### src/rtl/fifo_stream_reader.sv
// Drains a FIFO that has a 1-cycle registered read and presents the words as a
// valid/ready stream through a 2-entry buffer, with a delivered-word counter and flush.
module fifo_stream_reader #(
    parameter int DATA_WIDTH = 8,
    parameter int CNT_WIDTH  = 16
) (
    input  logic                  clk,
    input  logic                  rst_n,
    input  logic                  fifo_empty,
    input  logic [DATA_WIDTH-1:0] fifo_rd_data,
    output logic                  fifo_rd_en,
    output logic                  m_valid,
    output logic [DATA_WIDTH-1:0] m_data,
    input  logic                  m_ready,
    input  logic                  flush,
    output logic [CNT_WIDTH-1:0]  word_cnt
);

    logic [1:0]            occ_q, occ_d;
    logic                  inflight_q, inflight_d;
    logic [DATA_WIDTH-1:0] head_q, head_d;
    logic [DATA_WIDTH-1:0] tail_q, tail_d;
    logic [CNT_WIDTH-1:0]  cnt_q, cnt_d;

    logic                  pop;
    logic [2:0]            credit;
    logic [1:0]            occ_after_pop;

    always_comb begin
        pop           = (occ_q != 2'd0) && m_ready;
        // Slots that will be committed once this edge settles; issuing only below 2
        // keeps occupancy plus the in-flight word within the two buffer slots.
        credit        = {1'b0, occ_q} + {2'b00, inflight_q} - {2'b00, pop};
        fifo_rd_en    = rst_n && !fifo_empty && !flush && (credit < 3'd2);
        occ_after_pop = occ_q - {1'b0, pop};

        occ_d      = occ_q;
        inflight_d = fifo_rd_en;
        head_d     = head_q;
        tail_d     = tail_q;
        cnt_d      = cnt_q;

        if (flush) begin
            occ_d      = 2'd0;
            inflight_d = 1'b0;
        end else begin
            if (pop) begin
                head_d = tail_q;
                cnt_d  = cnt_q + CNT_WIDTH'(1);
            end
            // The arriving word takes the first slot left free after the pop.
            if (inflight_q) begin
                if (occ_after_pop == 2'd0) begin
                    head_d = fifo_rd_data;
                end else begin
                    tail_d = fifo_rd_data;
                end
            end
            occ_d = occ_after_pop + {1'b0, inflight_q};
        end
    end

    always_ff @(posedge clk or negedge rst_n) begin
        if (!rst_n) begin
            occ_q      <= 2'd0;
            inflight_q <= 1'b0;
            head_q     <= '0;
            tail_q     <= '0;
            cnt_q      <= '0;
        end else begin
            occ_q      <= occ_d;
            inflight_q <= inflight_d;
            head_q     <= head_d;
            tail_q     <= tail_d;
            cnt_q      <= cnt_d;
        end
    end

    assign m_valid  = (occ_q != 2'd0);
    assign m_data   = head_q;
    assign word_cnt = cnt_q;

endmodule
### config.mk
export PLATFORM = sky130hd
export DESIGN_NAME = fifo_stream_reader
export DESIGN_NICKNAME = d
export VERILOG_FILES = /design/src/rtl/fifo_stream_reader.sv
export SDC_FILE = /design/constraint.sdc
export NUM_CORES = 1
export LEC_CHECK = 0
export BUFFER_PORTS_ARGS = -buffer_cell sky130_fd_sc_hd__buf_2
export CAP_MARGIN = 5
export CORE_MARGIN = 2
export CORE_UTILIZATION = 52
export CTS_BUF_LIST = sky130_fd_sc_hd__clkbuf_16
export DETAILED_ROUTE_END_ITERATION = 7
export PLACE_DENSITY = 0.85
export SLEW_MARGIN = 25
export SYNTH_ARGS = -nofsm -noshare
export SYNTH_HDL_FRONTEND = slang
export SYNTH_SLANG_ARGS = --single-unit
### constraint.sdc
create_clock -name clk -period 2.6 [get_ports clk]
set_input_delay 0.52 -clock clk [delete_from_list [all_inputs] [get_ports clk]]
set_output_delay 0.52 -clock clk [all_outputs]
set_load 0.005 [all_outputs]
## Yosys cells after proc, flatten, opt, wreduce, memory -nomap -nowiden

Index checks and enable logic that the tools add are counted.

| cells by class | value |
|---|---|
| muxes and demuxes | 5 |
| add/sub/neg operators | 5 |
| shift-type cells | 0 |
| div/mod/pow operators | 0 |
| multiply operators | 0 |
| equality and inequality tests | 0 |
| bitwise logic cells | 2 |
| magnitude comparators | 1 |
| reduce and logical (&&, ||, !) cells | 10 |

Operators by type and width:

| operator | number |
|---|---|
| $mux 8 | 3 |
| $add 16x1->16 const B | 1 |
| $logic_and 1x1->1 | 4 |
| $add 2x1->3 | 1 |
| $lt 3x2->1 const B | 1 |
| $reduce_and 3->1 | 1 |
| $sub 3x1->3 | 1 |
| $add 2x1->2 | 1 |
| $logic_not 1->1 | 2 |
| $logic_not 2->1 | 1 |
| $mux 2 | 1 |
| $not 1->1 | 2 |
| $reduce_and 2->1 | 1 |
| $reduce_bool 2->1 | 1 |
| $sub 2x1->2 | 1 |
| $mux 1 | 1 |

| word-level totals | value |
|---|---|
| memory bits (writable) | 0 |
| register bits after elaboration | 35 |
| ROM bits | 0 |
| bits in latches | 0 |
| input port bits | 13 |
| memories kept | 0 |

## Longest topological paths before layout

Gate-level depths: netlist (run 1).

| logic depth | value |
|---|---|
| word-level depth | 6 |
| gate-level depth with buffers | 7 |
| gate-level depth less buffers | 6 |

## Least setup slack after synthesis (run 1)

Ideal clock, no wire load.

| timing | value |
|---|---|
| kind | register to output |
| from | register occ_q[1] |
| to | output port fifo_rd_en |
| slack | 201 ps |
| data required time | 2,080 ps |
| data arrival time | 1,879 ps |
| stages on the path, launching flop included | 8 |
| cells stage by stage | dfrtp_1 buf_2 nor2_2 inv_1 and3_1 fa_1 nand2_1 nor4_1 |

| on the way | value |
|---|---|
| word-level cells in the longest chain between the ends | 5 |
| elaborated cells on any way between the ends | 6 |

Ends and longest elaborated chain:

| element | line | text |
|---|---|---|
| from (decl) | 19 | `logic [1:0] occ_q, occ_d;` |
| from (signal assigned) | 65 | `occ_q <= 2'd0;` |
| from (signal assigned) | 71 | `occ_q <= occ_d;` |
| $reduce_bool 2->1 | n/a |  |
| named net m_valid | 12 | `output logic m_valid,` |
| $logic_and 1x1->1 | 30 | `pop = (occ_q != 2'd0) && m_ready;` |
| $sub 3x1->3 | 33 | `credit = {1'b0, occ_q} + {2'b00, inflight_q} - {2'b00, pop};` |
| $lt 3x2->1 | 34 | `fifo_rd_en = rst_n && !fifo_empty && !flush && (credit < 3'd2);` |
| $logic_and 1x1->1 | 34 |  |
| to (decl) | 11 | `output logic fifo_rd_en,` |

The timed path passes the listed nets, and every way through them passes these cells.

## Worst setup path in the final report (run 1)

| timing | value |
|---|---|
| from | register occ_q[1] |
| to | output port fifo_rd_en |

| on the way | value |
|---|---|
| word-level cells in the longest chain between the ends | 5 |
| elaborated cells on any way between the ends | 6 |

Ends and longest elaborated chain:

| element | line |
|---|---|
| branches (longest 2 deep; another with $add 2x1->3) | n/a |
| $sub 3x1->3 * | 33 |
| $lt 3x2->1 * | 34 |
| $logic_and 1x1->1 * | 34 |

Every way passes the cells marked *.

==> metrics.md, run 1 <==
| Metric | Value |
|---|---|
| Outcome | finished clean |
| Wire length per cell | roughly 15 um |
| Hold Fails Final Rpt | 0 |
| # clock sinks | 35 |
| Die Area | approximately 3700 sq um |
| Flops & latches, synth | 35 |
| Peak VDD IR | 0.000442 V |
| Tcrit/Tclk final | 97.4% |
| Synth Warn # | 0 |
| Grt ovf | 0 |
| Die W | slightly above 60 um |
| Routed Antenna Nets | 0 |
| Max Slew Vio Count | 0 |
| DR top layer | met4 |
| Fill cell count | between 200 and 250 |
| Min cycle time layout | around 2.5 ns |
| Tot GR Track Use | a little over a fifth |
| Hold/Removal Path Class | primary input to async pin |
| Via Count | ~1200 |
| Antenna diodes | 0 |
| Vias per cell | 5.35 |
| Synth area leaders | dfrtp_1, xnor2_1, mux2_4 |
| Core area | slightly above 3000 sq um |
| Routed WL | 3330 um |
| DRT Pass-1 Iters | 4 |
| Cells after synthesis | approximately 140 |
| M1 wire length | 1430 um |
| Max_cap viols | 0 |
| Setup violators final | 0 |
| Max-slew headroom | ~62% |
| CTS tree | built |
| CTS buffer count | 5 |
| Die Ht | slightly above 60 um |
| Critical path launch point type | flip-flop |
| Cts-stage hold buffer count | 0 |
| Share of post-route cells with drive strength above 1 | between 30% and 40% |
| H-tree depth | 2 |
| NumNets Final | between 150 and 200 |
| Violation count after the first detailed-route iteration | 74 |
| CP Max Fanout | 2 |
| Fin cells | between 200 and 250 |
| Detailed placement HPWL | about 2300 um |
| Area leader, netlist | dfrtp_1 |
| Setup Skew | ~0.0046 ns |
| Clk slew on worst S/H paths | around 0.06 ns |
| Ports | 39 |
| Placement Rows | 20 |
| Met3 WL | 173 um |
| Clock Tree Root | clkbuf_16 |
| Cell Count Post-Placement | 217 |
| Largest net degree at the start of global routing | 36 |
| Design Power | 0.00142 W |
| Leakage power | approximately 1 nW |
| Initial antenna violation count | 0 |
| Fmax | 0.395 GHz |
| Dpl cell area | 1910 sq um |
| Final Cell Area | approximately 2100 sq um |
| Layout area overhead | 25.0% |
| Routability cong. | ~0.85 |
| Hold_ws | 0.333 ns |
| Max clock buf depth | 2 |
| Sequential area share after synthesis | 52.6% |
| DRC Markers | 0 |
| Post-synthesis cell type count | 33 |
| Initial core utilization | 54.5% |
| Clk Latency, worst-skew pair | roughly 0.28 ns |
| WP data required | about 2.1 ns |
| Crit end category | primary output |
| Final Core Density | about two thirds |
| Cell Area, Synth | between 1500 and 2000 sq um |
| First-pass GRT wire length | 5440 um |
| Post-Syn Nets | about 150 |
| # port buffers | 38 |
| Vias in the first global route | around 1200 |
| Cell Pwr Density | between 600 and 700 nW/um^2 |
| Syn avg cell area | 12.2 sq um |
| WP data arrival | 2.01 ns |
| Critical path class | flip-flop to primary output |
| Synth top area share | a little over half |
| Worst-Margin Slew | about 0.56 ns |
| Met2 wire len | ~1700 um |
[path summary, 6_finish.rpt]
check | start | to | slack, ns | cells past startpoint
setup reg to reg | occ_q[0] | tail_q[1] | 0.82 | 5
min in group clk | fifo_empty | inflight_q | 0.43 | 2
hold reg to reg | word_cnt[15] | word_cnt[15] | 0.47 | 1
hold / removal | rst_n | word_cnt[11] | 0.33 | 2
setup / recovery | occ_q[1] | fifo_rd_en | 0.07 | 7
max in group asynchronous | rst_n | inflight_q | 1.92 | 2
[critical path, cell delays in order (launching register included)]
cell,delay (ns)
dfrtp_1,0.39
nor2_2,0.15
inv_2,0.06
and3_4,0.18
fa_1,0.49
nand2_2,0.07
nor4_2,0.25
buf_2,0.15
[metrics by stage]
| step | worst slack (ns) | TNS, ns |
|---|---|---|
| after floorplan | 0.201 | 0 |
| after global placement | 0.295 | 0 |
| after detailed placement | 0.242 | 0 |
| after CTS | 0.0441 | 0 |
| after global routing | -0.0114 | -0.0114 |
| final | 0.0687 | 0 |
[cells in the mapped netlist]
cell and number:
dfrtp_1 35, inv_1 1, nor3_1 1, nor3_2 1, nor2b_2 1, o41a_1 1
nor2b_1 5, buf_2 3, nor2_1 5, ha_1 2, a21oi_2 1, nor4_1 2
nor4b_4 1, mux2_2 1, xor2_1 4, xnor2_1 14, o21a_1 7, nand4_1 6
o21bai_1 1, clkinv_1 1, mux2_4 8, o22a_1 8, buf_6 1, o21ai_0 2
nor2_2 1, and3_1 2, fa_1 1, a21o_1 1, or4_1 1, or3_1 1
nand3_1 6, nand2b_1 1, nand2_1 10
[power breakdown]
group | internal, W | switching (W)
sequential | 0.000609 | 0.0000478
clock | 0.000352 | 0.000224
combinational | 0.000109 | 0.0000826
[routing by layer]
metal | global-route usage (%) | up-vias
met5 | 0 | -
met4 | 11.2 | 0
met3 | 5.33 | 8
met2 | 33.8 | 37
met1 | 25.5 | 599
li1 | - | 570
[cell type report]
class / count / area, sq um / share of cell area (%)
sequential: 35 / 877 / 42.1
multi-input combinational: 95 / 769 / 37.0
timing repair buffer: 43 / 228 / 10.9
clock buffer: 5 / 125 / 6.01
tap: 44 / 55.1 / 2.64
clock inverter: 3 / 20.0 / 0.962
inverter: 2 / 7.51 / 0.361
[cell usage in the layout, fill, tap and decap left out, types with 2 or more instances in the layout]
master,count
dfrtp_1,34
xor2_1,4
o21ai_0,2
nor2b_1,5
nand3_1,6
nor2_1,5
o22a_1,8
clkinvlp_4,2
xnor2_1,14
nand4_1,6
nand2_1,9
mux2_4,8
o21a_1,7
buf_4,5
ha_1,2
buf_2,38
clkbuf_16,5
[state kept, by name (all words and copies together), names as in the netlist]
name        cells
tail_q          8
m_data          8
word_cnt       16
occ_q           2
inflight_q      1
[cells by family after synthesis]
kind of cell | after synthesis | synth area share (%)
buf+inv | 6 | 2.03
simple gates | 44 | 15.3
flops | 35 | 52.6
mux | 9 | 7.89
compound gates | 21 | 10.1
xor+xnor | 18 | 9.47
fa+ha+maj | 3 | 2.70
[what timing repair did]
| item | 4_1_cts | 5_1_grt |
|---|---|---|
| buffers inserted | 1 | 1 |
| pin swaps | 0 | 3 |
| endpoints found under the setup margin | 1 | 1 |
| cloned | 0 | 0 |
| gates resized for setup | 0 | 5 |
(Power assumes the default switching activity.)
==> inputs of run 2 (changes only) <==
--- a/config.mk
+++ b/config.mk
@@ -5,7 +5,7 @@
 export SDC_FILE = /design/constraint.sdc
 export NUM_CORES = 1
 export LEC_CHECK = 0
-export BUFFER_PORTS_ARGS = -buffer_cell sky130_fd_sc_hd__buf_2
+export BUFFER_PORTS_ARGS = -buffer_cell sky130_fd_sc_hd__clkbuf_2
 export CAP_MARGIN = 5
 export CORE_MARGIN = 2
 export CORE_UTILIZATION = 52
==> metrics.md, run 2 (synthesis gave the netlist of run 1 again) <==
| Metric | Value |
|---|---|
| Critical path launch point type | flip-flop |
| CP Depth | 7 |
| FF-to-FF Start | occ_q[0] |
| R2R cell count | 5 |
| Crit path max-delay family | simple AND/OR/NAND/NOR gates |
| Critical path class | flip-flop to primary output |
| Cts-stage hold buffer count | 0 |
| Switching pwr | 0.000351 W |
| Multi-input logic area | ~760 sq um |
| # clock sinks | 35 |
| Tcrit/Tclk final | just under 100% |
| Core area | between 3000 and 4000 sq um |
| Register area | 877 sq um |
| Final setup margin | 0.0204 ns |
| Critical Path Source | occ_q[1] |
| # port buffers | 38 |
| Routed WL | 3400 um |
| R2R setup slack | about 0.81 ns |
| Die W | slightly above 60 um |
| Sequential Power Share | ~47% |
| Worst-Margin Slew | 0.562 ns |
| Hold Fails Final Rpt | 0 |
| Ports | 39 |
| Max FFs per register | 16 |
| Comb power frac | a little over an eighth |
| Crit end category | primary output |
| Worst path slowest cell | fa_1 |
| Worst slack, placed | 0.211 ns |
| CTS tree | built |
| Setup violators final | 0 |
| Worst R2R End | tail_q[3] |
| Violation count after the first detailed-route iteration | 60 |
| Hold/Removal Path Class | primary input to async pin |
| CTS buffer count | 5 |
| Dpl cell area | ~1900 sq um |
| Antenna diodes | 0 |
| Max clock buf depth | 2 |
| Leakage power | ~1.0 nW |
| DRC Markers | 0 |
| Cell Pwr Density | around 700 nW/um^2 |
| WP data required | approximately 2.1 ns |
| Routed Antenna Nets | 0 |
| Max Slew Vio Count | 0 |
| Placement Rows | 20 |
| First-pass GRT wire length | approximately 5500 um |
| Net Sw Frac | approximately a quarter |
| Initial core utilization | about 55% |
| Clk pwr share | between 30% and 40% |
| DRT Pass-1 Iters | 4 |
| NumNets Final | 199 |
| Die Ht | 60.6 um |
| Max_cap viols | 0 |
| Detailed placement HPWL | ~2400 um |
| Commonest non-fill, non-tap cell in the layout | clkbuf_2 |
| Clk slew on worst S/H paths | ~0.06 ns |
| Fill cell count | 243 |
| Most frequent cells in the layout | clkbuf_2, dfrtp_1, xnor2_1 |
| Clock Tree Root | clkbuf_16 |
| Largest net degree at the start of global routing | 36 |
| Grt ovf | 0 |
| Vias per cell | ~5.4 |
| Final Cell Area | ~2100 sq um |
| Min cycle time layout | 2.58 ns |
| Max-slew headroom | a little over three fifths |
| Outcome | finished clean |
| Wire length per cell | around 15 um |
| Internal Power | around 0.0011 W |
| Vias in the first global route | around 1200 |
| Tot GR Track Use | 20.9% |
| Share of post-route cells with drive strength above 1 | approximately 38% |
| CP peak stage delay | around 0.49 ns |
| CP Max Fanout | 2 |
| Design Power | 0.00142 W |
| Initial antenna violation count | 0 |
| Fmax | roughly 0.39 GHz |
| H-tree depth | 2 |
| Layout area overhead | 24.9% |
| Setup Skew | about 0.0054 ns |
| Routability cong. | 0.858 |
| Buf+Inv Stages, Crit Path | 2 |
| Peak VDD IR | between 0.0005 and 0.0006 V |
| WP data arrival | 2.06 ns |
| Via Count | ~1200 |
| Critical-path cell list | nor2_2 > inv_1 > and3_1 > fa_1 > nand2_2 > nor4_2 > buf_2 |
| Clk Latency, worst-skew pair | 0.28 ns |
| Die Area | 3670 sq um |
[run 2: repair_timing]
action | CTS | global route
setup buffers | 1 | 2
setup endpoints to repair | 1 | 1
gates resized for setup | 0 | 5
gates cloned | 0 | 0
pin swaps | 0 | 3
[run 2: layout make-up]
class | instances | share of cell area [%]
flip-flops and latches | 35 | 42.2
clock inverters | 3 | 0.782
repair buffers | 44 | 11.3
clock buffers | 5 | 6.01
multi-input cells | 95 | 36.7
inverters | 2 | 0.361
well taps | 44 | 2.65
[run 2: metrics by stage]
step | TNS, ns | hold WS [ns] | cells | utilization [%]
6_report | 0 | 0.359 | 228 | 68.2
5_1_grt | -0.0599 | 0.399 | 228 | 68.2
4_1_cts | 0 | 0.355 | 226 | 67.3
3_5_place_dp | 0 | 0.474 | 217 | 62.5
3_3_place_gp | 0 | 0.462 | 217 | 62.5
2_1_floorplan | 0 | 0.224 | 136 | -
[run 2: power groups by stage]
stage               sequential (W)  combinational (W)  clock [W]
detailed placement        0.000669           0.000190          0
global route              0.000669           0.000214   0.000602
global placement          0.000665           0.000181          0
finish                    0.000659           0.000193   0.000567
floorplan                 0.000667          0.0000875          0
CTS                       0.000659           0.000193   0.000581
[run 2: worst max path at each step]
stage	to
after floorplan	fifo_rd_en
after global placement	fifo_rd_en
after detailed placement	fifo_rd_en
after CTS	fifo_rd_en
after global routing	fifo_rd_en
final	fifo_rd_en
[run 2: per-layer routing]
layer / wire, um / part of all wire [%] / GRT usage (%)
met5: 0 / 0 / 0
met4: 95 / 2.8 / 9.32
met3: 216 / 6.3 / 7.89
met2: 1660 / 49 / 32.3
met1: 1430 / 42 / 26.4
